[src/rtl/fb_rect_fill.sv]
// Avalon-MM write master that fills a framebuffer rectangle with a constant colour.
// Optional completion interrupt: define RECT_FILL_IRQ_EN to add the irq port.
module fb_rect_fill #(
    parameter int MAX_DIM = 16
) (
    input  logic        clk,
    input  logic        rst,
    input  logic [2:0]  slave_address,
    input  logic        slave_read_en,
    input  logic        slave_write_en,
    output logic [31:0] slave_read_data,
    input  logic [31:0] slave_write_data,
    output logic [31:0] master_address,
    output logic        master_write,
    output logic [31:0] master_write_data,
    input  logic        master_wait_request
`ifdef RECT_FILL_IRQ_EN
    ,
    output logic        irq
`endif
);

    typedef enum logic [1:0] {
        S_IDLE,
        S_WRITE,
        S_DONE
    } state_t;

    localparam logic [2:0] A_BASE   = 3'd0;
    localparam logic [2:0] A_STRIDE = 3'd1;
    localparam logic [2:0] A_DIMS   = 3'd2;
    localparam logic [2:0] A_COLOUR = 3'd3;
    localparam logic [2:0] A_CTRL   = 3'd4;
    localparam logic [2:0] A_FILLS  = 3'd5;

    state_t             state_q, state_d;
    logic [31:0]        base_q, base_d;
    logic [31:0]        stride_q, stride_d;
    logic [31:0]        colour_q, colour_d;
    logic [MAX_DIM-1:0] width_q, width_d;
    logic [MAX_DIM-1:0] height_q, height_d;
    logic [31:0]        sh_stride_q, sh_stride_d;
    logic [31:0]        sh_colour_q, sh_colour_d;
    logic [MAX_DIM-1:0] sh_width_q, sh_width_d;
    logic [MAX_DIM-1:0] sh_height_q, sh_height_d;
    logic [MAX_DIM-1:0] x_q, x_d;
    logic [MAX_DIM-1:0] y_q, y_d;
    logic [31:0]        row_base_q, row_base_d;
    logic               abort_pend_q, abort_pend_d;
    logic               aborted_q, aborted_d;
    logic [31:0]        fills_q, fills_d;

    logic start_cmd;
    logic abort_cmd;
    logic fills_rd;
    logic accept;
    logic last_x;
    logic last_y;
    logic busy;

    // Abort takes priority over start when both bits arrive in one write.
    assign start_cmd = slave_write_en && (slave_address == A_CTRL) &&
                       slave_write_data[0] && !slave_write_data[1];
    assign abort_cmd = slave_write_en && (slave_address == A_CTRL) && slave_write_data[1];
    assign fills_rd  = slave_read_en && (slave_address == A_FILLS);
    assign accept    = (state_q == S_WRITE) && !master_wait_request;
    assign last_x    = (x_q == sh_width_q - MAX_DIM'(1));
    assign last_y    = (y_q == sh_height_q - MAX_DIM'(1));
    assign busy      = (state_q != S_IDLE);

    always_comb begin
        state_d      = state_q;
        base_d       = base_q;
        stride_d     = stride_q;
        colour_d     = colour_q;
        width_d      = width_q;
        height_d     = height_q;
        sh_stride_d  = sh_stride_q;
        sh_colour_d  = sh_colour_q;
        sh_width_d   = sh_width_q;
        sh_height_d  = sh_height_q;
        x_d          = x_q;
        y_d          = y_q;
        row_base_d   = row_base_q;
        abort_pend_d = abort_pend_q;
        aborted_d    = aborted_q;
        fills_d      = fills_rd ? '0 : fills_q;

        if (slave_write_en) begin
            case (slave_address)
                A_BASE:   base_d   = slave_write_data;
                A_STRIDE: stride_d = slave_write_data;
                A_DIMS: begin
                    width_d  = slave_write_data[MAX_DIM-1:0];
                    height_d = slave_write_data[16 +: MAX_DIM];
                end
                A_COLOUR: colour_d = slave_write_data;
                default: ;
            endcase
        end

        case (state_q)
            S_IDLE: begin
                if (start_cmd) begin
                    sh_stride_d = stride_q;
                    sh_colour_d = colour_q;
                    sh_width_d  = width_q;
                    sh_height_d = height_q;
                    x_d         = '0;
                    y_d         = '0;
                    row_base_d  = base_q;
                    aborted_d   = 1'b0;
                    if (width_q == '0 || height_q == '0) state_d = S_DONE;
                    else                                 state_d = S_WRITE;
                end
            end
            S_WRITE: begin
                // A presented beat cannot be withdrawn; abort waits for its accept.
                if (accept) begin
                    if (abort_pend_q || abort_cmd) begin
                        state_d      = S_IDLE;
                        aborted_d    = 1'b1;
                        abort_pend_d = 1'b0;
                    end else if (!last_x) begin
                        x_d = x_q + MAX_DIM'(1);
                    end else if (!last_y) begin
                        x_d        = '0;
                        y_d        = y_q + MAX_DIM'(1);
                        row_base_d = row_base_q + sh_stride_q;
                    end else begin
                        state_d = S_DONE;
                    end
                end else if (abort_cmd) begin
                    abort_pend_d = 1'b1;
                end
            end
            S_DONE: begin
                state_d = S_IDLE;
                fills_d = fills_d + 32'd1;
            end
            default: state_d = S_IDLE;
        endcase
    end

    always_ff @(posedge clk or posedge rst) begin
        if (rst) begin
            state_q      <= S_IDLE;
            base_q       <= '0;
            stride_q     <= '0;
            colour_q     <= '0;
            width_q      <= '0;
            height_q     <= '0;
            sh_stride_q  <= '0;
            sh_colour_q  <= '0;
            sh_width_q   <= '0;
            sh_height_q  <= '0;
            x_q          <= '0;
            y_q          <= '0;
            row_base_q   <= '0;
            abort_pend_q <= 1'b0;
            aborted_q    <= 1'b0;
            fills_q      <= '0;
        end else begin
            state_q      <= state_d;
            base_q       <= base_d;
            stride_q     <= stride_d;
            colour_q     <= colour_d;
            width_q      <= width_d;
            height_q     <= height_d;
            sh_stride_q  <= sh_stride_d;
            sh_colour_q  <= sh_colour_d;
            sh_width_q   <= sh_width_d;
            sh_height_q  <= sh_height_d;
            x_q          <= x_d;
            y_q          <= y_d;
            row_base_q   <= row_base_d;
            abort_pend_q <= abort_pend_d;
            aborted_q    <= aborted_d;
            fills_q      <= fills_d;
        end
    end

    // Address is derived from held registers, so it stays stable under waitrequest.
    assign master_write      = (state_q == S_WRITE);
    assign master_address    = row_base_q + (32'(x_q) << 2);
    assign master_write_data = sh_colour_q;

    always_comb begin
        slave_read_data = '0;
        case (slave_address)
            A_BASE:   slave_read_data = base_q;
            A_STRIDE: slave_read_data = stride_q;
            A_DIMS: begin
                slave_read_data[MAX_DIM-1:0]  = width_q;
                slave_read_data[16 +: MAX_DIM] = height_q;
            end
            A_COLOUR: slave_read_data = colour_q;
            A_CTRL:   slave_read_data = {30'd0, aborted_q, busy};
            A_FILLS:  slave_read_data = fills_q;
            default:  slave_read_data = '0;
        endcase
    end

`ifdef RECT_FILL_IRQ_EN
    logic irq_q, irq_d;

    // Set on DONE beats a same-cycle clear from reading the fill counter.
    always_comb begin
        irq_d = irq_q;
        if (fills_rd)             irq_d = 1'b0;
        if (state_q == S_DONE)    irq_d = 1'b1;
    end

    always_ff @(posedge clk or posedge rst) begin
        if (rst) irq_q <= 1'b0;
        else     irq_q <= irq_d;
    end

    assign irq = irq_q;
`endif

endmodule

[config.mk]
export PLATFORM = sky130hd
export DESIGN_NAME = fb_rect_fill
export DESIGN_NICKNAME = d
export VERILOG_FILES = /design/src/rtl/fb_rect_fill.sv
export SDC_FILE = /design/constraint.sdc
export NUM_CORES = 1
export LEC_CHECK = 0
export BUFFER_PORTS_ARGS = -buffer_cell sky130_fd_sc_hd__clkbuf_2
export CELL_PAD_IN_SITES_DETAIL_PLACEMENT = 1
export CELL_PAD_IN_SITES_GLOBAL_PLACEMENT = 2
export CORE_MARGIN = 1
export CORE_UTILIZATION = 36
export CTS_BUF_LIST = sky130_fd_sc_hd__clkbuf_2 sky130_fd_sc_hd__clkbuf_4 sky130_fd_sc_hd__clkbuf_8
export DETAILED_ROUTE_END_ITERATION = 12
export PLACE_DENSITY = 0.81
export SLEW_MARGIN = 20
export SYNTH_ARGS = -nofsm -noshare
export SYNTH_HDL_FRONTEND = slang
export SYNTH_SLANG_ARGS = --single-unit
[constraint.sdc]
create_clock -name clk -period 9.2 [get_ports clk]
set_input_delay 0 -clock clk [delete_from_list [all_inputs] [get_ports clk]]
set_output_delay 0 -clock clk [all_outputs]
set_load 0.05 [all_outputs]
==> flow_summary.toml <==
[sta]
tightest_slew_ns = 1.10
period_needed_ns = 4.40
layout_worst_path_cycle_share_pct = 47.9
setup_viol = 0
whs_ns = 0.0661
report.final.slew_viol_count = 0
fmax_ghz = 0.227
max_slew_margin_pct = 25.8
grt_setup_unrepaired = "no"
fin_ws_ns = 4.80
clock_skew_ns = 0.0247
tns_ns = 0
hold_viol_final = 0

[global_route]
grt_max_degree = 121
grt_pass1_wl_mm = 93.0
grt_antenna_before_repair = 1
track_usage_pct = 23.7
grt_pass1_vias = 15610
grt_overflow = 0

[setup_path]
crit_arrival_ns = 4.40
start_kind = "flip-flop"
worstPathMaxFanout = 6
required_ns = 9.20
critical_path_class = "reg2out"
end_kind = "primary output"

[placement]
place_ws_ns = 4.87
routabilityCongestion = 0.861
dp_hpwl_mm = 43.2
port-buffer-count = 136

[power_and_ir_drop]
intPower_mw = 3.86
power_leakage_nw = 9.65
clock_power_share_pct = 19.0
p_sw_mw = 3.61
p_seq_share_pct = 32.1
comb_power_share_pct = 49.0
ir_drop_mv = 0.135
p_sw_share_pct = 48.3
power.density_nw_per_um2 = 356

[route]
drc = 0
ant_nets = 0
first_iter_violations = 952
routed_wl_mm = 59.0
dr.pass1.iters = 5
via_per_inst = 5.47
post_drt_wl_per_cell_um = 21.3
via_count = 15150

[finish]
drive_gt1_share_pct = 20.8
syn2layout_area_growth_pct = 16.1
final_cell_mix = "nand2_1 (390), dfrtp_1 (324), mux2_2 (147), clkbuf_2 (136), nor2_1 (116)"
final_common_cell = "nand2_1"
finalNetCount = 2157
antenna_cells = 0

[clocking]
cts_max_level = 2
root_buffer = "clkbuf_8"
clkLatencyLatePin_ns = 0.66
clkTransAtPathRegs_ns = 0.06
cts_tree = "done"
clock_path_buffers = 3
cts.sinks = 324
cts_setup_buffers = 0
cts-buffers-inserted = 57

[min_path]
min_path_type = "in2async"

[synth]
synthArstFlopShare_pct = 100
yosysSeqAreaShare_pct = 45.0
syn_area_um2 = 18000
synth_edf_count = 0
ys.flop_type = "dfrtp_1"
syn_nets = 2001
ys_types = 73
synth.avg_cell_area_um2 = 9.46
synth-seq-cells = 324
synthCells = 1907
yosys_warnings = 0

[outcome]
outcome = "finished clean"

[die]
initial_utilization_pct = 36.7
die_area_um2 = 51000
ios = 137
rows = 81
die_y_um = 226
die_w_um = 226
core_area_um2 = 49200

[flow_run]
maxCapViolCount = 0
[state kept, by name, indices dropped and copies added, names as in the netlist, 16 cells and up]
signal / flops
base_q: 32
colour_q: 32
fills_q: 32
master_write_data: 32
row_base_q: 32
sh_stride_q: 32
stride_q: 32
height_q: 16
sh_height_q: 16
sh_width_q: 16
width_q: 16
x_q: 16
y_q: 16
[cell usage after synthesis (9+ instances only)]
| cell | number | area, um^2 |
|---|---|---|
| buf_1 | 9 | 33.8 |
| nand4_1 | 23 | 144 |
| and2_1 | 15 | 93.8 |
| o22ai_1 | 21 | 131 |
| mux2_2 | 147 | 1660 |
| mux4_2 | 11 | 248 |
| a21o_1 | 16 | 120 |
| nand2_1 | 391 | 1470 |
| o31ai_1 | 9 | 67.6 |
| o211ai_1 | 11 | 82.6 |
| xor2_1 | 61 | 534 |
| xnor2_1 | 70 | 613 |
| o21ai_0 | 71 | 355 |
| ha_1 | 52 | 651 |
| and3_1 | 26 | 163 |
| nor2b_1 | 13 | 81.3 |
| nand3_1 | 57 | 285 |
| or3_1 | 20 | 125 |
| a211oi_1 | 19 | 143 |
| a31oi_1 | 23 | 144 |
| nor4_1 | 19 | 119 |
| nand2b_1 | 11 | 68.8 |
| a22oi_1 | 39 | 293 |
| inv_1 | 46 | 173 |
| dfrtp_1 | 324 | 8110 |
| o21ai_1 | 16 | 80.1 |
| nor2_1 | 119 | 447 |
| nor3_1 | 26 | 130 |
| clkbuf_1 | 80 | 300 |
| a21oi_1 | 68 | 340 |
[metrics by stage]
stage          total power, mW  area, um^2  utilization (%)  cells
2_1_floorplan             4.99       18000                -   1907
3_3_place_gp              5.94       19400             39.4   2632
3_5_place_dp              6.05       19400             39.4   2632
4_1_cts                   7.50       20900             42.6   2770
5_1_grt                   7.99       20900             42.6   2770
6_report                  7.46       20900             42.6   2770
[repair_timing]
| item | in CTS | in global routing |
|---|---|---|
| hold endpoints to repair | 259 | 0 |
| resized for setup | 0 | 0 |
| hold buffers | 36 | 0 |
[power groups by stage]
stage / sequential [mW] / clock [mW] / combinational, mW
floorplan: 2.36 / 0 / 2.63
global placement: 2.39 / 0 / 3.55
detailed placement: 2.40 / 0 / 3.64
CTS: 2.38 / 1.45 / 3.67
global route: 2.44 / 1.51 / 4.04
finish: 2.39 / 1.42 / 3.65
[layout make-up]
class	count	area, um^2
fill	5673	28200
multi-input combinational	1441	9430
sequential	324	8110
timing repair buffer	192	1190
clock buffer	92	1110
tap	664	831
inverter	47	184
clock inverter	10	87.6
[worst max-delay path: stages, from the launching register on]
cell and delay (ns):
dfrtp_1 0.49, ha_1 0.22, inv_1 0.06, fa_1 0.40, nor2b_1 0.20, o21ai_0 0.16
a21boi_0 0.34, o211ai_1 0.16, a21o_1 0.23, a31oi_1 0.35, a21oi_1 0.13, o21ai_0 0.44
nand2_1 0.13, xnor2_1 0.15, clkbuf_2 0.30
[layer usage]
| layer | GRT usage (%) | share of wire [%] | routed length (um) |
|---|---|---|---|
| met5 | 0 | 0.020 | 12 |
| met4 | 6.17 | 2.2 | 1290 |
| met3 | 4.09 | 5.3 | 3150 |
| met2 | 35.6 | 43 | 25600 |
| met1 | 34.8 | 49 | 28900 |
[logic make-up after synthesis]
logic type,Yosys count,synth area share (%)
buffers and inverters,142,3.06
adder cells (fa/ha/maj),54,3.83
multiplexers,166,11.0
flip-flops,324,45.0
XOR/XNOR,131,6.36
AO/OA/AOI/OAI,329,11.5
AND/OR/NAND/NOR,761,19.3
[path summary, 6_finish.rpt]
path,startpoint,to,slack (ns),cells past startpoint
max,x_q[0],master_address[24],4.80,14
min,rst,colour_q[8],0.07,3
max reg2reg,sh_width_q[4],y_q[10],4.96,10
min reg2reg,master_write_data[5],master_write_data[5],0.48,2
max in group asynchronous,rst,colour_q[21],7.54,4
min in group clk,slave_write_en,colour_q[1],0.14,5
Power figures use the tool's default switching activity.
